### src/rtl/user_regs_arb.sv
// Round-robin arbiter and sequencer in front of the CPU port of the user register bank.
// Define USER_REGS_ARB_LOCK_EN to add i_lock for locked read-modify-write sequences.
module user_regs_arb #(
    parameter int N_REQ = 4,
    parameter int AW_W  = 6,
    parameter int AW_R  = 3
) (
    input  logic                  i_clk,
    input  logic                  i_rst,
    input  logic [N_REQ-1:0]      i_req,
    input  logic [N_REQ-1:0]      i_wr,
    input  logic [N_REQ*AW_W-1:0] i_addr,
    input  logic [N_REQ*32-1:0]   i_wdata,
`ifdef USER_REGS_ARB_LOCK_EN
    input  logic [N_REQ-1:0]      i_lock,
`endif
    output logic [N_REQ-1:0]      o_gnt,
    output logic [N_REQ-1:0]      o_done,
    output logic [31:0]           o_rdata,
    output logic                  o_err,
    output logic                  o_busy,
    output logic                  o_we_cpu,
    output logic [AW_W-1:0]       o_waddr_cpu,
    output logic [31:0]           o_wdata_cpu,
    output logic [AW_R-1:0]       o_raddr_cpu,
    input  logic [31:0]           i_rdata_cpu
);

    typedef enum logic [1:0] {
        IDLE,
        ISSUE,
        DONE
    } state_t;

    localparam int IW = (N_REQ > 1) ? $clog2(N_REQ) : 1;

    state_t           state;
    state_t           state_d;
    logic [IW-1:0]    ptr;
    logic [IW-1:0]    ptr_d;
    logic [IW-1:0]    win;
    logic [IW:0]      scan;
    logic             found;
    logic             cmd_wr;
    logic             cmd_wr_d;
    logic [AW_W-1:0]  cmd_addr;
    logic [AW_W-1:0]  cmd_addr_d;
    logic [AW_W-1:0]  sel_addr;
    logic [N_REQ-1:0] gnt_d;
    logic [N_REQ-1:0] done_d;
    logic [31:0]      rdata_d;
    logic             err_d;
    logic             busy_d;
    logic             we_d;
    logic [AW_W-1:0]  waddr_d;
    logic [31:0]      wdata_d;
    logic [AW_R-1:0]  raddr_d;
`ifdef USER_REGS_ARB_LOCK_EN
    logic             lock;
    logic             lock_d;
`endif

    // Scan downward so the closest requester after ptr is written last and wins.
    always_comb begin
        found = 1'b0;
        win   = ptr;
        scan  = '0;
        for (int i = N_REQ; i >= 1; i--) begin
            scan = {1'b0, ptr} + (IW+1)'(i);
            if (scan >= (IW+1)'(N_REQ)) begin
                scan = scan - (IW+1)'(N_REQ);
            end
            if (i_req[scan[IW-1:0]]) begin
                found = 1'b1;
                win   = scan[IW-1:0];
            end
        end
`ifdef USER_REGS_ARB_LOCK_EN
        if (lock && i_lock[ptr]) begin
            found = i_req[ptr];
            win   = ptr;
        end
`endif
        sel_addr = i_addr[int'(win)*AW_W +: AW_W];
    end

    always_comb begin
        state_d    = state;
        ptr_d      = ptr;
        cmd_wr_d   = cmd_wr;
        cmd_addr_d = cmd_addr;
        gnt_d      = '0;
        done_d     = '0;
        rdata_d    = '0;
        err_d      = 1'b0;
        busy_d     = 1'b0;
        we_d       = 1'b0;
        waddr_d    = '0;
        wdata_d    = '0;
        raddr_d    = '0;
`ifdef USER_REGS_ARB_LOCK_EN
        lock_d     = lock;
`endif
        unique case (state)
            IDLE: begin
`ifdef USER_REGS_ARB_LOCK_EN
                if (lock && !i_lock[ptr]) begin
                    lock_d = 1'b0;
                end
`endif
                if (found) begin
                    state_d    = ISSUE;
                    ptr_d      = win;
                    gnt_d      = N_REQ'(1) << win;
                    busy_d     = 1'b1;
                    cmd_wr_d   = i_wr[win];
                    cmd_addr_d = sel_addr;
                    if (i_wr[win]) begin
                        we_d    = 1'b1;
                        waddr_d = sel_addr;
                        wdata_d = i_wdata[int'(win)*32 +: 32];
                    end else begin
                        raddr_d = sel_addr[AW_R-1:0];
                    end
                end
            end
            ISSUE: begin
                state_d = DONE;
                gnt_d   = o_gnt;
                busy_d  = 1'b1;
                done_d  = o_gnt;
                // Reads beyond the externally written range return zero and flag an error.
                if (!cmd_wr) begin
                    if (|cmd_addr[AW_W-1:AW_R]) begin
                        err_d = 1'b1;
                    end else begin
                        rdata_d = i_rdata_cpu;
                    end
                end
            end
            DONE: begin
                state_d = IDLE;
`ifdef USER_REGS_ARB_LOCK_EN
                if (i_lock[ptr]) begin
                    lock_d = 1'b1;
                end
`endif
            end
            default: state_d = IDLE;
        endcase
    end

    always_ff @(posedge i_clk or posedge i_rst) begin
        if (i_rst) begin
            state       <= IDLE;
            ptr         <= IW'(N_REQ - 1);
            cmd_wr      <= 1'b0;
            cmd_addr    <= '0;
            o_gnt       <= '0;
            o_done      <= '0;
            o_rdata     <= '0;
            o_err       <= 1'b0;
            o_busy      <= 1'b0;
            o_we_cpu    <= 1'b0;
            o_waddr_cpu <= '0;
            o_wdata_cpu <= '0;
            o_raddr_cpu <= '0;
`ifdef USER_REGS_ARB_LOCK_EN
            lock        <= 1'b0;
`endif
        end else begin
            state       <= state_d;
            ptr         <= ptr_d;
            cmd_wr      <= cmd_wr_d;
            cmd_addr    <= cmd_addr_d;
            o_gnt       <= gnt_d;
            o_done      <= done_d;
            o_rdata     <= rdata_d;
            o_err       <= err_d;
            o_busy      <= busy_d;
            o_we_cpu    <= we_d;
            o_waddr_cpu <= waddr_d;
            o_wdata_cpu <= wdata_d;
            o_raddr_cpu <= raddr_d;
`ifdef USER_REGS_ARB_LOCK_EN
            lock        <= lock_d;
`endif
        end
    end

endmodule

### config.mk
export PLATFORM = sky130hd
export DESIGN_NAME = user_regs_arb
export DESIGN_NICKNAME = d
export VERILOG_FILES = /design/src/rtl/user_regs_arb.sv
export SDC_FILE = /design/constraint.sdc
export NUM_CORES = 1
export LEC_CHECK = 0
export CORE_UTILIZATION = 34
export CTS_CLUSTER_DIAMETER = 200
export CTS_CLUSTER_SIZE = 10
export DETAILED_ROUTE_END_ITERATION = 10
export MAX_ROUTING_LAYER = met4
export PLACE_DENSITY = 0.86
export REMOVE_ABC_BUFFERS = 1
export SYNTH_ARGS = -nofsm -noshare
export SYNTH_HDL_FRONTEND = slang
export SYNTH_SLANG_ARGS = --single-unit
### constraint.sdc
create_clock -name i_clk -period 2.8 [get_ports i_clk]
set_input_delay 0.56 -clock i_clk [delete_from_list [all_inputs] [get_ports i_clk]]
set_output_delay 0.56 -clock i_clk [all_outputs]
set_load 0.005 [all_outputs]
======== After elaboration in Yosys (flattened, before gate mapping) ========
Index checks and enable logic that the tools add are counted.
storage, ports and cells
  register bits ........................... 95
  input port bits ......................... 194
  output and inout port bits .............. 84
  word-level logic and storage cells ...... 86
operators by class
  add/subtract/negate cells ............... 8
  multiply operators ...................... 1
  $lt $le $gt $ge ......................... 9
  equal/unequal tests ..................... 2
  shifts and indexed selects .............. 3
  multiplexer cells ....................... 47
  reductions and logical operators ........ 3
operators by type and width
  cell                                                                    number
  32-bit two-way mux                                                      6
  128-bit by 8-bit variable part select with 32-bit output                1
  24-bit by 6-bit variable part select with 6-bit output                  1
  2-bit two-way mux                                                       9
  6-bit two-way mux                                                       3
  1-bit two-way mux                                                       16
  2-bit by 3-bit < comparator with 1-bit output (second input constant)   5
  3-bit greater-or-equal comparator (second input constant)               4
  1-bit binary-select mux with 2-bit select                               5
  3-bit two-way mux                                                       3
  4-bit two-way mux                                                       2
  4-bit case mux with 2 select lines                                      1
  2-bit by 1-bit subtractor with 2-bit output (second input constant)     4
  2-bit by 2-bit adder with 3-bit output (second input constant)          2
  2-bit by 2-bit multiplier with 4-bit output (second input constant)     1
  2-bit case mux with 2 select lines                                      1
  1-bit by 2-bit left shift with 4-bit output (first input constant)      1
  2-bit by 1-bit adder with 3-bit output (second input constant)          1
  2-bit by 3-bit adder with 3-bit output (second input constant)          1
  3-bit OR reduction                                                      1
  2-bit by 1-bit equality test with 1-bit output (second input constant)  1
  2-bit logical NOT                                                       1
  2-bit != test (second input constant)                                   1
  1-bit case mux with 2 select lines                                      1
  2-bit AND reduction                                                     1

======== Longest topological paths before layout ========
  depth in word-level cells ............... 14
  depth in mapped cells ................... 8
  gate-level depth less buffers ........... 6

======== Least setup slack after synthesis ========
Ideal clock, no wire load.
  kind .................................... in2reg
  start point ............................. input port i_req[1]
  end point ............................... register o_wdata_cpu[26]
  library setup time ...................... 148 ps
  arrival time ............................ 1930 ps
  slack ................................... 722 ps
  stages on the path ...................... 7
  buffers on the path ..................... 2
  cells stage by stage .................... nor2b_1 -> nor2b_1 -> clkbuf_1 -> o31a_1 -> o21ai_2 -> buf_2 -> a221oi_2
on the way
  longest elaborated chain between the ends .. 11
  elaborated cells on any way between the ends .. 22
  those cells by class .................... shift: 1; mux: 21
ends and longest elaborated chain
  item                                                                                                              RTL line  text
  from (decl)                                                                                                       10        input logic [N_REQ-1:0] i_req,
  parallel branches: the longest is 9 deep, another holds 128-bit by 8-bit variable part select with 32-bit output  -
  32-bit two-way mux *                                                                                              111       if (found) begin
  32-bit two-way mux *                                                                                              104       unique case (state)
  via wdata_d[26]                                                                                                   56        logic [31:0] wdata_d;
  to (signal assigned)                                                                                              183       o_wdata_cpu <= wdata_d;
  to (decl)                                                                                                         24        output logic [31:0] o_wdata_cpu,
Mark *: on every way through the listed nets, which the timed path passes. The select of a mux whose other input is x is not followed.
A chain may end at the register's enable or synchronous reset.

======== Worst setup path after layout ========
  start point ............................. input port i_req[1]
  end point ............................... register o_raddr_cpu[0]
on the way
  longest elaborated chain between the ends .. 11
  elaborated cells on any way between the ends .. 23
  those cells by class .................... mul: 1; shift: 1; mux: 21
ends and longest elaborated chain
  item                                                                                                      RTL line  text
  1-bit binary-select mux with 2-bit select                                                                 73        if (i_req[scan[IW-1:0]]) begin
  1-bit two-way mux (implied by the code)                                                                   73
  2-bit two-way mux (4 in series)                                                                           73
  2-bit by 2-bit multiplier with 4-bit output or 1-bit binary-select mux with 2-bit select (tied branches)  84, 118
  24-bit by 6-bit variable part select with 6-bit output or 1-bit two-way mux (tied branches)               84, 118
  3-bit two-way mux                                                                                         118       if (i_wr[win]) begin
  3-bit two-way mux *                                                                                       111
  3-bit two-way mux *                                                                                       104
  via raddr_d[0]                                                                                            57        logic [AW_R-1:0] raddr_d;
  to (signal assigned)                                                                                      184       o_raddr_cpu <= raddr_d;
  to (decl)                                                                                                 25        output logic [AW_R-1:0] o_raddr_cpu,
The timed path passes the listed nets; every way through them passes the cells marked *. The select of a mux whose other input is x is not followed.

==> out/results.ini <==
[layout]
mostFrequentLayoutCells=sky130_fd_sc_hd__clkdlybuf4s50_1, sky130_fd_sc_hd__dfrtp_1, sky130_fd_sc_hd__a211oi_1
diodes_inserted=0
final_nets=865
syn2layout_area_growth_pct=75.79
layout_commonest_cell=sky130_fd_sc_hd__clkdlybuf4s50_1
final_util_pct=62.37
drive_gt1_share_pct=11.56

[sta]
fin_ws_ns=0.2992
fin_crit_sh_pct=89.32
relSlewSlack_pct=68.83
hold_violations=0
min_period_ns=2.501
setup-tns-final_ns=0
slew_viol_final=0
grt_setup_unrepaired=false
final.hold.worst_slack_ns=0.4691
fmaxAchievable_mhz=399.9
setup_viol=0
worst-slew-pin-transition_ns=0.4648
worst_clock_skew_ns=0.005281

[placement]
placement.io_buffers=277
place_ws_ns=-0.03028
post-dp-hpwl_mm=11.52
gpl.final_weighted_congestion=0.8801

[power]
total_leakage_power_nw=3.468
power_switching_mw=2.308
sequential_share_of_power_pct=28.4
internal-power_mw=4.457
pwr-share-comb_pct=53.0
switching_share_pct=34.12
finalPower_mw=6.766
p_clk_share_pct=18.6
total_power_density_per_cell_area_nw_per_um2=842.5
worst_ir_drop_vdd_uv=466.9

[global_route]
grt_pass1_vias=4389
top_usage_layer=met2
track_usage_pct=21.29
antenna_found_initial=0
gr-usage-met3_pct=4.167
met2_usage_pct=37.32
grt_max_degree=53
gr-total-overflow=0
grtUsageMet1_pct=22.94
first_pass_grt_wire_length_mm=22.36

[worst_hold_path]
worst_hold_path_type=flop to flop

[floorplanning]
top_level_ports=278
core_footprint_um2=12880
initial_core_util_pct=35.48
row_count=41
die_y_um=117.9
area_of_the_die_um2=13900
die_w_um=117.9

[status]
run_status=finished, final reports clean

[yosys]
netlist-cell-type-count=37
yosysWarningCount=0
ys_ff_latch=92
seq_area_frac_synth_pct=50.45
ys.flop_type=sky130_fd_sc_hd__dfrtp_1
syn_avg_cell_area_um2=11.56
post_synth_instance_area_um2=4568
ys_async_sr_fraction_pct=100.0
cell_count_after_synthesis=395
number_of_enable_type_register_cells_in_the_synthesized_netlist=0

[detailed_routing]
first_drt_iteration_drcs=203
drt_pass_1_iters=5
viasPerCell=5.031
drc=0
route.antenna.remaining_nets=0
routed_wire_length_per_instance_um=16.63
finalWirelength_mm=14.09
routed-via-count=4261

[setup_path]
critPathKind=input port to flop
cp_data_arrival_time_ns=2.73
worst_setup_path_end_kind=flop
critPathMaxFanout=12
worst_ep_required_time_ns=3.03
startpoint_type=input port

[clock_tree]
cts_max_level=3
tritoncts.num_buffers=9
clk_path_buf_depth=2
cts.hold.buffers_added=0
clock-root-buffer=sky130_fd_sc_hd__clkbuf_16
worst_setup_hold_path_clk_slew_ns=0.06
clk_latency_ns=0.33
cts_sinks=92
post_cts_buffers=0
cts_tree=yes
ctsResizeCount=0

[run]
drv_cap=0

-- final timing paths --
path	start	endpoint	cells after the start	slack [ns]
worst max-delay path	i_req[1]	o_raddr_cpu[0]$_DFF_PP0_	6	0.30
worst min-delay path	state[1]$_DFFE_PP0P_	o_busy$_DFF_PP0_	1	0.47
worst max register to register	ptr[1]$_DFFE_PP1P_	o_raddr_cpu[0]$_DFF_PP0_	5	0.55
worst min register to register	state[1]$_DFFE_PP0P_	o_busy$_DFF_PP0_	1	0.47
max in group asynchronous	i_rst	ptr[1]$_DFFE_PP1P_	3	1.63
min in group asynchronous	i_rst	o_wdata_cpu[16]$_DFF_PP0_	2	0.52
-- critical path, stage by stage --
cell and delay (ns):
sky130_fd_sc_hd__clkdlybuf4s50_1 0.54, sky130_fd_sc_hd__nor2b_1 0.22, sky130_fd_sc_hd__o22a_1 0.40, sky130_fd_sc_hd__nand2_4 0.17, sky130_fd_sc_hd__or4_4 0.56, sky130_fd_sc_hd__a211oi_1 0.27
-- logic make-up (layout without fill, tap and decap cells) --
group	after synthesis	count (layout)	share of synthesized area, %
flip-flops	92	92	50.45
buffers and inverters	42	322	4.163
multiplexers	32	32	7.012
AO/OA/AOI/OAI	108	108	22.41
AND/OR/NAND/NOR	121	121	15.97
-- metrics by stage --
step	area, um2	std cells
4_1_cts	8030	847
3_3_place_gp	7714	832
5_1_grt	8030	847
3_5_place_dp	7714	832
6_report	8030	847
2_1_floorplan	4393	357
-- registers in the layout, indices dropped and copies added, names as in the netlist --
signal       flops
o_waddr_cpu      6
state            2
o_wdata_cpu     32
ptr              2
o_gnt            4
cmd_addr         3
o_err            1
cmd_wr           1
o_raddr_cpu      3
o_done           4
o_we_cpu         1
o_busy           1
o_rdata         32
-- routing by layer --
layer / vias to the layer above / wire (um)
li1: 2049 / -
met1: 1970 / 5330
met2: 210 / 7302
met3: 32 / 933
met4: 0 / 522
met5: - / 0
-- cell usage after synthesis, types with 4 or more instances --
| library cell | n | area, um2 |
|---|---|---|
| sky130_fd_sc_hd__and2_1 | 36 | 225.2 |
| sky130_fd_sc_hd__mux2i_1 | 32 | 320.3 |
| sky130_fd_sc_hd__inv_1 | 4 | 15.01 |
| sky130_fd_sc_hd__nand2_1 | 10 | 37.54 |
| sky130_fd_sc_hd__a221oi_2 | 25 | 375.4 |
| sky130_fd_sc_hd__nor2_1 | 5 | 18.77 |
| sky130_fd_sc_hd__nand4_1 | 6 | 37.54 |
| sky130_fd_sc_hd__a211oi_1 | 49 | 367.9 |
| sky130_fd_sc_hd__a21o_1 | 5 | 37.54 |
| sky130_fd_sc_hd__o31ai_1 | 6 | 45.04 |
| sky130_fd_sc_hd__a221oi_1 | 7 | 61.31 |
| sky130_fd_sc_hd__buf_4 | 4 | 30.03 |
| sky130_fd_sc_hd__clkbuf_1 | 24 | 90.09 |
| sky130_fd_sc_hd__buf_2 | 8 | 40.04 |
| sky130_fd_sc_hd__and3_1 | 42 | 262.8 |
| sky130_fd_sc_hd__dfrtp_1 | 90 | 2252 |
| sky130_fd_sc_hd__nand3_1 | 6 | 30.03 |
-- power groups by stage --
stage	combinational (mW)	sequential, mW	clock, mW
after floorplan	1.78	1.96	0
after global placement	3.53	1.94	0
after detailed placement	3.61	1.95	0
after CTS	3.62	1.93	1.29
after global routing	3.86	1.96	1.35
final	3.59	1.92	1.26
-- layout make-up --
type,count,area (um2)
Clock inverter,4,73.82
Tap cell,172,215.2
Inverter,4,17.52
Fill cell,983,4846
Multi-Input combinational cell,261,2108
Sequential cell,92,2305
Timing Repair Buffer,303,3068
Clock buffer,11,242.7
(Power assumes the default switching activity.)
